## src/rtl/tower_placer_control_if.sv

```systemverilog
// Keypad, datapath-status and datapath-strobe bundle between the placer controller and its datapath.
// master = controller side, slave = datapath/keypad side.
interface tower_placer_control_if;
    logic key_right;
    logic key_down;
    logic key_place;
    logic valid;
    logic square_done;
    logic erase_square_done;
    logic tower_done;

    logic top_left;
    logic draw_square;
    logic move_right;
    logic move_down;
    logic move_right_wait;
    logic move_down_wait;
    logic draw_tower;
    logic erase_square_right;
    logic erase_square_down;
    logic erase_square_tower;
    logic busy;

    modport master (
        input  key_right, key_down, key_place, valid,
        input  square_done, erase_square_done, tower_done,
        output top_left, draw_square, move_right, move_down,
        output move_right_wait, move_down_wait, draw_tower,
        output erase_square_right, erase_square_down, erase_square_tower,
        output busy
    );

    modport slave (
        output key_right, key_down, key_place, valid,
        output square_done, erase_square_done, tower_done,
        input  top_left, draw_square, move_right, move_down,
        input  move_right_wait, move_down_wait, draw_tower,
        input  erase_square_right, erase_square_down, erase_square_tower,
        input  busy
    );
endinterface

```

## src/rtl/tower_placer_control.sv

```systemverilog
// Cursor/tower placement sequencer: edge-detected keys feed a one-entry command slot; the FSM drives one-hot
// registered datapath strobes (valid in the first cycle of each state) and waits on datapath done/valid levels.
module tower_placer_control (
    input  logic                          clk,
    input  logic                          reset,
    tower_placer_control_if.master        bus
);

    typedef enum logic [3:0] {
        S_TOP_LEFT,
        S_DRAW_SQ,
        S_IDLE,
        S_ERASE_R,
        S_MOVE_R,
        S_MOVE_R_WAIT,
        S_ERASE_D,
        S_MOVE_D,
        S_MOVE_D_WAIT,
        S_ERASE_T,
        S_DRAW_T
    } state_t;

    typedef enum logic [1:0] {
        CMD_NONE,
        CMD_RIGHT,
        CMD_DOWN,
        CMD_PLACE
    } cmd_t;

    typedef struct packed {
        logic top_left;
        logic draw_square;
        logic move_right;
        logic move_down;
        logic move_right_wait;
        logic move_down_wait;
        logic draw_tower;
        logic erase_square_right;
        logic erase_square_down;
        logic erase_square_tower;
    } strobe_t;

    state_t     state_q, state_next;
    cmd_t       pend_q, pend_next, edge_cmd;
    strobe_t    strb_q, strb_next;
    logic [2:0] keys, keys_q, edges;
    logic       started_q;

    assign keys  = {bus.key_place, bus.key_down, bus.key_right};
    assign edges = keys & ~keys_q;

    always_comb begin
        edge_cmd = CMD_NONE;
        if (edges[2])      edge_cmd = CMD_PLACE;
        else if (edges[1]) edge_cmd = CMD_DOWN;
        else if (edges[0]) edge_cmd = CMD_RIGHT;
    end

    always_comb begin
        state_next = state_q;
        pend_next  = (pend_q == CMD_NONE) ? edge_cmd : pend_q;
        strb_next  = '0;

        case (state_q)
            // The first cycle out of reset is spent in TOP_LEFT so its strobe is visible.
            S_TOP_LEFT:    state_next = started_q ? S_DRAW_SQ : S_TOP_LEFT;
            S_DRAW_SQ:     if (bus.square_done) state_next = S_IDLE;
            S_IDLE: begin
                case (pend_q)
                    CMD_RIGHT: state_next = S_ERASE_R;
                    CMD_DOWN:  state_next = S_ERASE_D;
                    CMD_PLACE: state_next = S_ERASE_T;
                    default:   state_next = S_IDLE;
                endcase
                if (pend_q != CMD_NONE) pend_next = CMD_NONE;
            end
            S_ERASE_R:     if (bus.erase_square_done) state_next = S_MOVE_R;
            S_MOVE_R:      if (bus.valid) state_next = S_MOVE_R_WAIT;
            S_MOVE_R_WAIT: state_next = S_DRAW_SQ;
            S_ERASE_D:     if (bus.erase_square_done) state_next = S_MOVE_D;
            S_MOVE_D:      if (bus.valid) state_next = S_MOVE_D_WAIT;
            S_MOVE_D_WAIT: state_next = S_DRAW_SQ;
            S_ERASE_T:     if (bus.erase_square_done) state_next = S_DRAW_T;
            S_DRAW_T:      if (bus.tower_done) state_next = S_DRAW_SQ;
            default:       state_next = S_TOP_LEFT;
        endcase

        // Strobes are decoded from the next state so the registered copy lines up with the state register.
        case (state_next)
            S_TOP_LEFT:    strb_next.top_left           = 1'b1;
            S_DRAW_SQ:     strb_next.draw_square        = 1'b1;
            S_ERASE_R:     strb_next.erase_square_right = 1'b1;
            S_MOVE_R:      strb_next.move_right         = 1'b1;
            S_MOVE_R_WAIT: strb_next.move_right_wait    = 1'b1;
            S_ERASE_D:     strb_next.erase_square_down  = 1'b1;
            S_MOVE_D:      strb_next.move_down          = 1'b1;
            S_MOVE_D_WAIT: strb_next.move_down_wait     = 1'b1;
            S_ERASE_T:     strb_next.erase_square_tower = 1'b1;
            S_DRAW_T:      strb_next.draw_tower         = 1'b1;
            default:       strb_next                    = '0;
        endcase
    end

    always_ff @(posedge clk) begin
        if (reset) begin
            state_q   <= S_TOP_LEFT;
            pend_q    <= CMD_NONE;
            strb_q    <= '0;
            keys_q    <= 3'b111;
            started_q <= 1'b0;
        end else begin
            state_q   <= state_next;
            pend_q    <= pend_next;
            strb_q    <= strb_next;
            keys_q    <= keys;
            started_q <= 1'b1;
        end
    end

    assign bus.top_left           = strb_q.top_left;
    assign bus.draw_square        = strb_q.draw_square;
    assign bus.move_right         = strb_q.move_right;
    assign bus.move_down          = strb_q.move_down;
    assign bus.move_right_wait    = strb_q.move_right_wait;
    assign bus.move_down_wait     = strb_q.move_down_wait;
    assign bus.draw_tower         = strb_q.draw_tower;
    assign bus.erase_square_right = strb_q.erase_square_right;
    assign bus.erase_square_down  = strb_q.erase_square_down;
    assign bus.erase_square_tower = strb_q.erase_square_tower;
    assign bus.busy               = (state_q != S_IDLE);

endmodule
```

## src/flat_wrapper.sv

```systemverilog
// flat-port wrapper written by rule: the top's interface ports become plain ports
module tower_placer_control_flat 
  (clk, reset, bus_key_right, bus_key_down, bus_key_place, bus_valid, bus_square_done, bus_erase_square_done, bus_tower_done, bus_top_left, bus_draw_square, bus_move_right, bus_move_down, bus_move_right_wait, bus_move_down_wait, bus_draw_tower, bus_erase_square_right, bus_erase_square_down, bus_erase_square_tower, bus_busy);
  tower_placer_control_if bus_i ();
  input  logic clk;
  input  logic reset;
  input wire logic [$bits(bus_i.key_right)-1:0] bus_key_right;
  input wire logic [$bits(bus_i.key_down)-1:0] bus_key_down;
  input wire logic [$bits(bus_i.key_place)-1:0] bus_key_place;
  input wire logic [$bits(bus_i.valid)-1:0] bus_valid;
  input wire logic [$bits(bus_i.square_done)-1:0] bus_square_done;
  input wire logic [$bits(bus_i.erase_square_done)-1:0] bus_erase_square_done;
  input wire logic [$bits(bus_i.tower_done)-1:0] bus_tower_done;
  output wire logic [$bits(bus_i.top_left)-1:0] bus_top_left;
  output wire logic [$bits(bus_i.draw_square)-1:0] bus_draw_square;
  output wire logic [$bits(bus_i.move_right)-1:0] bus_move_right;
  output wire logic [$bits(bus_i.move_down)-1:0] bus_move_down;
  output wire logic [$bits(bus_i.move_right_wait)-1:0] bus_move_right_wait;
  output wire logic [$bits(bus_i.move_down_wait)-1:0] bus_move_down_wait;
  output wire logic [$bits(bus_i.draw_tower)-1:0] bus_draw_tower;
  output wire logic [$bits(bus_i.erase_square_right)-1:0] bus_erase_square_right;
  output wire logic [$bits(bus_i.erase_square_down)-1:0] bus_erase_square_down;
  output wire logic [$bits(bus_i.erase_square_tower)-1:0] bus_erase_square_tower;
  output wire logic [$bits(bus_i.busy)-1:0] bus_busy;
  assign bus_i.key_right = bus_key_right;
  assign bus_i.key_down = bus_key_down;
  assign bus_i.key_place = bus_key_place;
  assign bus_i.valid = bus_valid;
  assign bus_i.square_done = bus_square_done;
  assign bus_i.erase_square_done = bus_erase_square_done;
  assign bus_i.tower_done = bus_tower_done;
  assign bus_top_left = bus_i.top_left;
  assign bus_draw_square = bus_i.draw_square;
  assign bus_move_right = bus_i.move_right;
  assign bus_move_down = bus_i.move_down;
  assign bus_move_right_wait = bus_i.move_right_wait;
  assign bus_move_down_wait = bus_i.move_down_wait;
  assign bus_draw_tower = bus_i.draw_tower;
  assign bus_erase_square_right = bus_i.erase_square_right;
  assign bus_erase_square_down = bus_i.erase_square_down;
  assign bus_erase_square_tower = bus_i.erase_square_tower;
  assign bus_busy = bus_i.busy;
  tower_placer_control u_core (.clk(clk), .reset(reset), .bus(bus_i));
endmodule
```

## config.mk

```make
export PLATFORM = sky130hd
export DESIGN_NAME = tower_placer_control_flat
export DESIGN_NICKNAME = d
export VERILOG_FILES = /design/src/rtl/tower_placer_control_if.sv /design/src/rtl/tower_placer_control.sv /design/src/flat_wrapper.sv
export SDC_FILE = /design/constraint.sdc
export NUM_CORES = 1
export LEC_CHECK = 0
export CAP_MARGIN = 20
export CELL_PAD_IN_SITES_DETAIL_PLACEMENT = 2
export CELL_PAD_IN_SITES_GLOBAL_PLACEMENT = 2
export CORE_MARGIN = 4
export CORE_UTILIZATION = 30
export DETAILED_ROUTE_END_ITERATION = 8
export GPL_TIMING_DRIVEN = 0
export PLACE_DENSITY = 0.91
export SLEW_MARGIN = 20
export SYNTH_ARGS = -nofsm -noshare
export SYNTH_HDL_FRONTEND = slang
export SYNTH_SLANG_ARGS = --single-unit
```

## constraint.sdc

```tcl
create_clock -name clk -period 2.5 [get_ports clk]
set_input_delay 0.5 -clock clk [delete_from_list [all_inputs] [get_ports clk]]
set_output_delay 0.5 -clock clk [all_outputs]
set_load 0.01 [all_outputs]
```

; ---- After elaboration in Yosys (flattened, before gate mapping)
; Cells that the tools add are included.
[word_totals]
output_inout_bits = 11
reg_bits = 20
wordCells = 71
inputBits = 9
[op_classes]
bitwise_logic = 2
mux = 27
eq_ne = 23
n_reduce_logical = 5
[ops]
columns = cell, n
row1 = $pmux 4 s10, 1
row2 = $eq 4x3->1 const B, 8
row3 = $mux 4, 7
row4 = $eq 4x4->1 const B, 6
row5 = $mux 1, 13
row6 = $eq 4x2->1 const B, 3
row7 = $pmux 4 s3, 1
row8 = $mux 2, 5
row9 = $eq 4x1->1 const B, 2
row10 = $logic_not 4->1, 2
row11 = $eq 2x2->1 const B, 2
row12 = $ne 4x2->1 const B, 1
row13 = $and 3x3->3, 1
row14 = $not 3->3, 1
row15 = $eq 2x1->1 const B, 1
row16 = $logic_not 2->1, 1
row17 = $reduce_bool 2->1, 1
row18 = $reduce_or 2->1, 1

; ---- Longest topological paths before layout
[logic_depth]
word_depth = 8
depth_mapped = 8

; ---- Worst setup path after synthesis
; OpenSTA, ideal clock, no wires.
[synth_timing]
path_type = in2reg
from = input bus_erase_square_done
to = register u_core.strb_q (netlist bit u_core.bus.erase_square_down)
path_buffers = 0
path_slack_ns = 0.915
arrival_time_ns = 1.521
required_ns = 2.436
path_stages = 7
cell_sequence = inv_2 > or4_1 > and2_1 > a21o_1 > clkinv_2 > nand2_2 > nor2_1
[synth_via]
elab_chain_cells = 4
word_cells_on_any_way = 6
[synth_lines]
columns = element, line_no
row1 = "start, declared", flat_wrapper.sv:12  ; input wire logic [$bits(bus_i.erase_square_done)-1:0] bus_erase_square_done;
row2 = $mux 4 (on tied branches), "tower_placer_control.sv:83, tower_placer_control.sv:77, tower_placer_control.sv:80"
row3 = $pmux 4 s10 (*), tower_placer_control.sv:64  ; case (state_q)
row4 = $eq 4x3->1 (*), tower_placer_control.sv:89  ; case (state_next)
row5 = $mux 1 (*), tower_placer_control.sv:89
row6 = "end signal, assigned", tower_placer_control.sv:114  ; strb_q <= strb_next;
row7 = "end, declared", tower_placer_control.sv:45  ; strobe_t strb_q, strb_next;
; Every way passes the cells marked *; elsewhere a longest branch is shown, timed or not.
; A chain may end at the register's enable or synchronous reset.

; ---- Worst setup path in the final report
[layout_timing]
from = register u_core.state_q[2]
to = output bus_busy
[layout_via]
elab_chain_cells = 1
[layout_lines]
columns = element, line_no
row1 = "start, declared", tower_placer_control.sv:43  ; state_t state_q, state_next;
row2 = "start signal, assigned", tower_placer_control.sv:112  ; state_q <= state_next;
row3 = $ne 4x2->1, tower_placer_control.sv:130  ; assign bus.busy = (state_q != S_IDLE);
row4 = "end, declared", flat_wrapper.sv:24  ; output wire logic [$bits(bus_i.busy)-1:0] bus_busy;
; Every way passes these cells.

==> metrics.yaml <==
status: "finished clean"
power.static_leakage_nw: 0.443
timing.critical_path.arrival_ps: 1860
synth_simple_gate_area_share_pct: 28.5
timing.final.crit_share_pct: 94.5
sequentialPowerShare_pct: 50.8
detail_route.vias_per_cell: 5.12
layout_common_cells: "sky130_fd_sc_hd__dfxtp_1 (20), sky130_fd_sc_hd__clkdlybuf4s50_1 (18), sky130_fd_sc_hd__nor2_1 (8), sky130_fd_sc_hd__inv_1 (6), sky130_fd_sc_hd__nor3_1 (6)"
worst_path_max_delay_cell: "sky130_fd_sc_hd__clkdlybuf4s50_1"
synth.net_count: 106
design.die.area_sq_um: 3820
dpl-instance-area_sq_um: 1090
finalHoldViolations: 0
worst_path_largest_cell_delay_ps: 500
area.growth.synth_to_final_pct: 30.4
cts.reportedPaths.clkPinSlew_ps: 120
finalClockSkew_ps: 10.8
grt_first_pass_wirelength_microns: 4110
combPwrFrac_pct: 20.5
die_height_microns: 61.8
synth.ff_latch_count: 20
switching_share_pct: 28.3
cts_resized: 1
cp_cell_instances: "buf_2 -> nor4b_4 -> inv_1 -> clkdlybuf4s50_1"
finalWirelength_microns: 2450
fmaxAchievable_mhz: 423
fillers: 324
relSlewSlack_pct: 52.3
largest_reg_flops: 4
number_of_synthesized_flops_with_an_enable_pin: 0
routabilityCongestion: 0.768
top_register: "u_core.state_q"
drt_first_iter_violations: 21
timing.final.ws_setup_ps: 138
nNetsFinal: 129
synth_top_flop_cell: "sky130_fd_sc_hd__dfxtp_1"
place_worst_setup_slack_ps: 117
drive_above_1_share_pct: 16.0
most_common_library_cell_in_the_layout_ignoring_fill_and_taps: "sky130_fd_sc_hd__dfxtp_1"
fp.coreArea_sq_um: 2760
maximum_number_of_pins_on_one_net_before_global_route_repair: 12
final.hold.worst_slack_ps: 517
yosys_warnings: 0
floorplan.initialDensity_pct: 31.5
timing.critical_path.required_ps: 2000
multiInputGateArea_sq_um: 422
antenna_found_initial: 0
gr-usage-all-layers_pct: 15.2
area.sequential_sq_um: 400
htree_levels: 1
place.port_buffers: 18
crit_path_launch_type: "register"
holdBufCountCts: 0
placed_cells: 146
wirelength_met1_microns: 1040
post_route_antenna_net_violation_count: 0
vdd_drop_max_v: 0.000293
min-delay-path-class: "primary input to register"
synth.yosys.seq_area_share_pct: 46.1
power_per_cell_area_nw_per_um2: 603
grt_setup_unrepaired: "no"
max_cap_violations: 0
drc: 0
tritoncts: "yes"
dominant_combinational_cell_family_by_area_after_synthesis: "simple AND/OR/NAND/NOR gates"
netlist_area_sq_um: 868
diodes: 0
layout_top_registers: "u_core.state_q: 4 flops, u_core.keys_q: 3 flops, u_core.pend_q: 2 flops"
clockRootBuffer: "sky130_fd_sc_hd__clkbuf_4"
xor_xnor_portion_of_the_synthesized_cell_area_pct: 0
route.detailed.wl_per_inst_microns: 16.3
synth_cell_types: 36
worstSetupPathType: "register to output pin"
synthAdderAreaFrac_pct: 0
worst_pin_slew_ps: 710
synth-compound-area-share_pct: 16.6
boundary_pin_count: 20
highest_layer: "met4"
timing.final.max_slew_violations: 0
synthesis.instances: 97
period_needed_ps: 2360
worst_skew_pair.late_latency_ps: 320
met3_wirelength_microns: 108
path_max_fanout: 9
gr-total-overflow: 0
num_vias: 768
muxShareOfSynthArea_pct: 2.45
maximum_number_of_buffers_from_clock_root_to_sink: 2
cts_sinks: 20
post_detailed_placement_half_perimeter_wirelength_microns: 1870
final-setup-viol-count: 0
routed-wl-met2_microns: 1240
share_clk_of_total_power_pct: 28.7
synth.avg_cell_area_sq_um: 8.95
power.switching_mw: 0.193
power.internal_mw: 0.489
setup.worst_path.end_class: "output pin"
fin_area_sq_um: 1130
grt_pass1_vias: 857
dr.pass1.iters: 4
tritoncts.num_buffers: 3
floorplan.die.width_microns: 61.8
row_count: 19
timing.setup.tns_ps: 0
synth-async-reset-ratio_pct: 0
stdcell_count: 150
setup_buffers_after_cts: 0
## final cells by class
class                           count  area share [%]
Multi-Input combinational cell     64            37.2
Sequential cell                    20            35.4
Tap cell                           31            3.43
Buffer                              5            2.10
Inverter                            8            2.76
Timing Repair Buffer               18            15.9
Clock buffer                        4            3.20
## final timing paths
kind                                     start                         endpoint  slack, ps  cells after the start
setup / recovery  u_core.state_q[2]$_SDFF_PP0_                         bus_busy        140                      4
setup reg to reg  u_core.state_q[3]$_SDFF_PP0_  u_core.bus.move_down$_SDFF_PP0_        580                      6
hold reg to reg    u_core.pend_q[0]$_SDFF_PP0_      u_core.pend_q[0]$_SDFF_PP0_        620                      2
hold / removal                           reset         u_core.started_q$_DFF_P_        520                      2
## cell usage after synthesis, drive strengths merged (2+ instances only)
cell type	count	area, sq um
dfxtp	20	400
nor2	8	30.0
inv	7	26.3
nor3	7	40.0
a21oi	5	25.0
buf	4	20.0
nand2b	4	25.0
o21ai	4	20.0
a21o	3	22.5
and2	3	18.8
nand2	3	13.8
nor2b	3	18.8
or2	3	18.8
a211oi	2	15.0
a32oi	2	17.5
nand3	2	10.0
nand3b	2	15.0
## power by group through the flow
| stage | sequential [mW] | clock, mW | combinational (mW) |
|---|---|---|---|
| 2_1_floorplan | 0.355 | 0 | 0.0797 |
| 3_5_place_dp | 0.355 | 0 | 0.138 |
| 4_1_cts | 0.347 | 0.202 | 0.143 |
| 5_1_grt | 0.350 | 0.212 | 0.157 |
| 6_report | 0.347 | 0.196 | 0.140 |
| 3_3_place_gp | 0.352 | 0 | 0.131 |
## routing by layer
metal | vias to the layer above | global-route usage, %
li1 | 383 | -
met1 | 364 | 17.7
met2 | 16 | 25.7
met3 | 5 | 2.89
met4 | 0 | 9.09
met5 | - | 0
## critical path: cells and delay by family (launching register included)
family                 cells  cell delay, ps
buffers and inverters      3             820
and+or+nand+nor            1             400
DFF                        1             320
## through the flow
stage	utilization [%]	power, mW
6_report	41.1	0.682
5_1_grt	41.1	0.718
4_1_cts	41.1	0.692
3_5_place_dp	39.4	0.493
3_3_place_gp	39.4	0.484
2_1_floorplan	-	0.434
## cell families after synthesis
kind of cell           Yosys count
muxes                            2
buffers and inverters           13
and+or+nand+nor                 41
AOI/OAI and AO/OA               21
DFF                             20
Power figures use the tool's default switching activity.
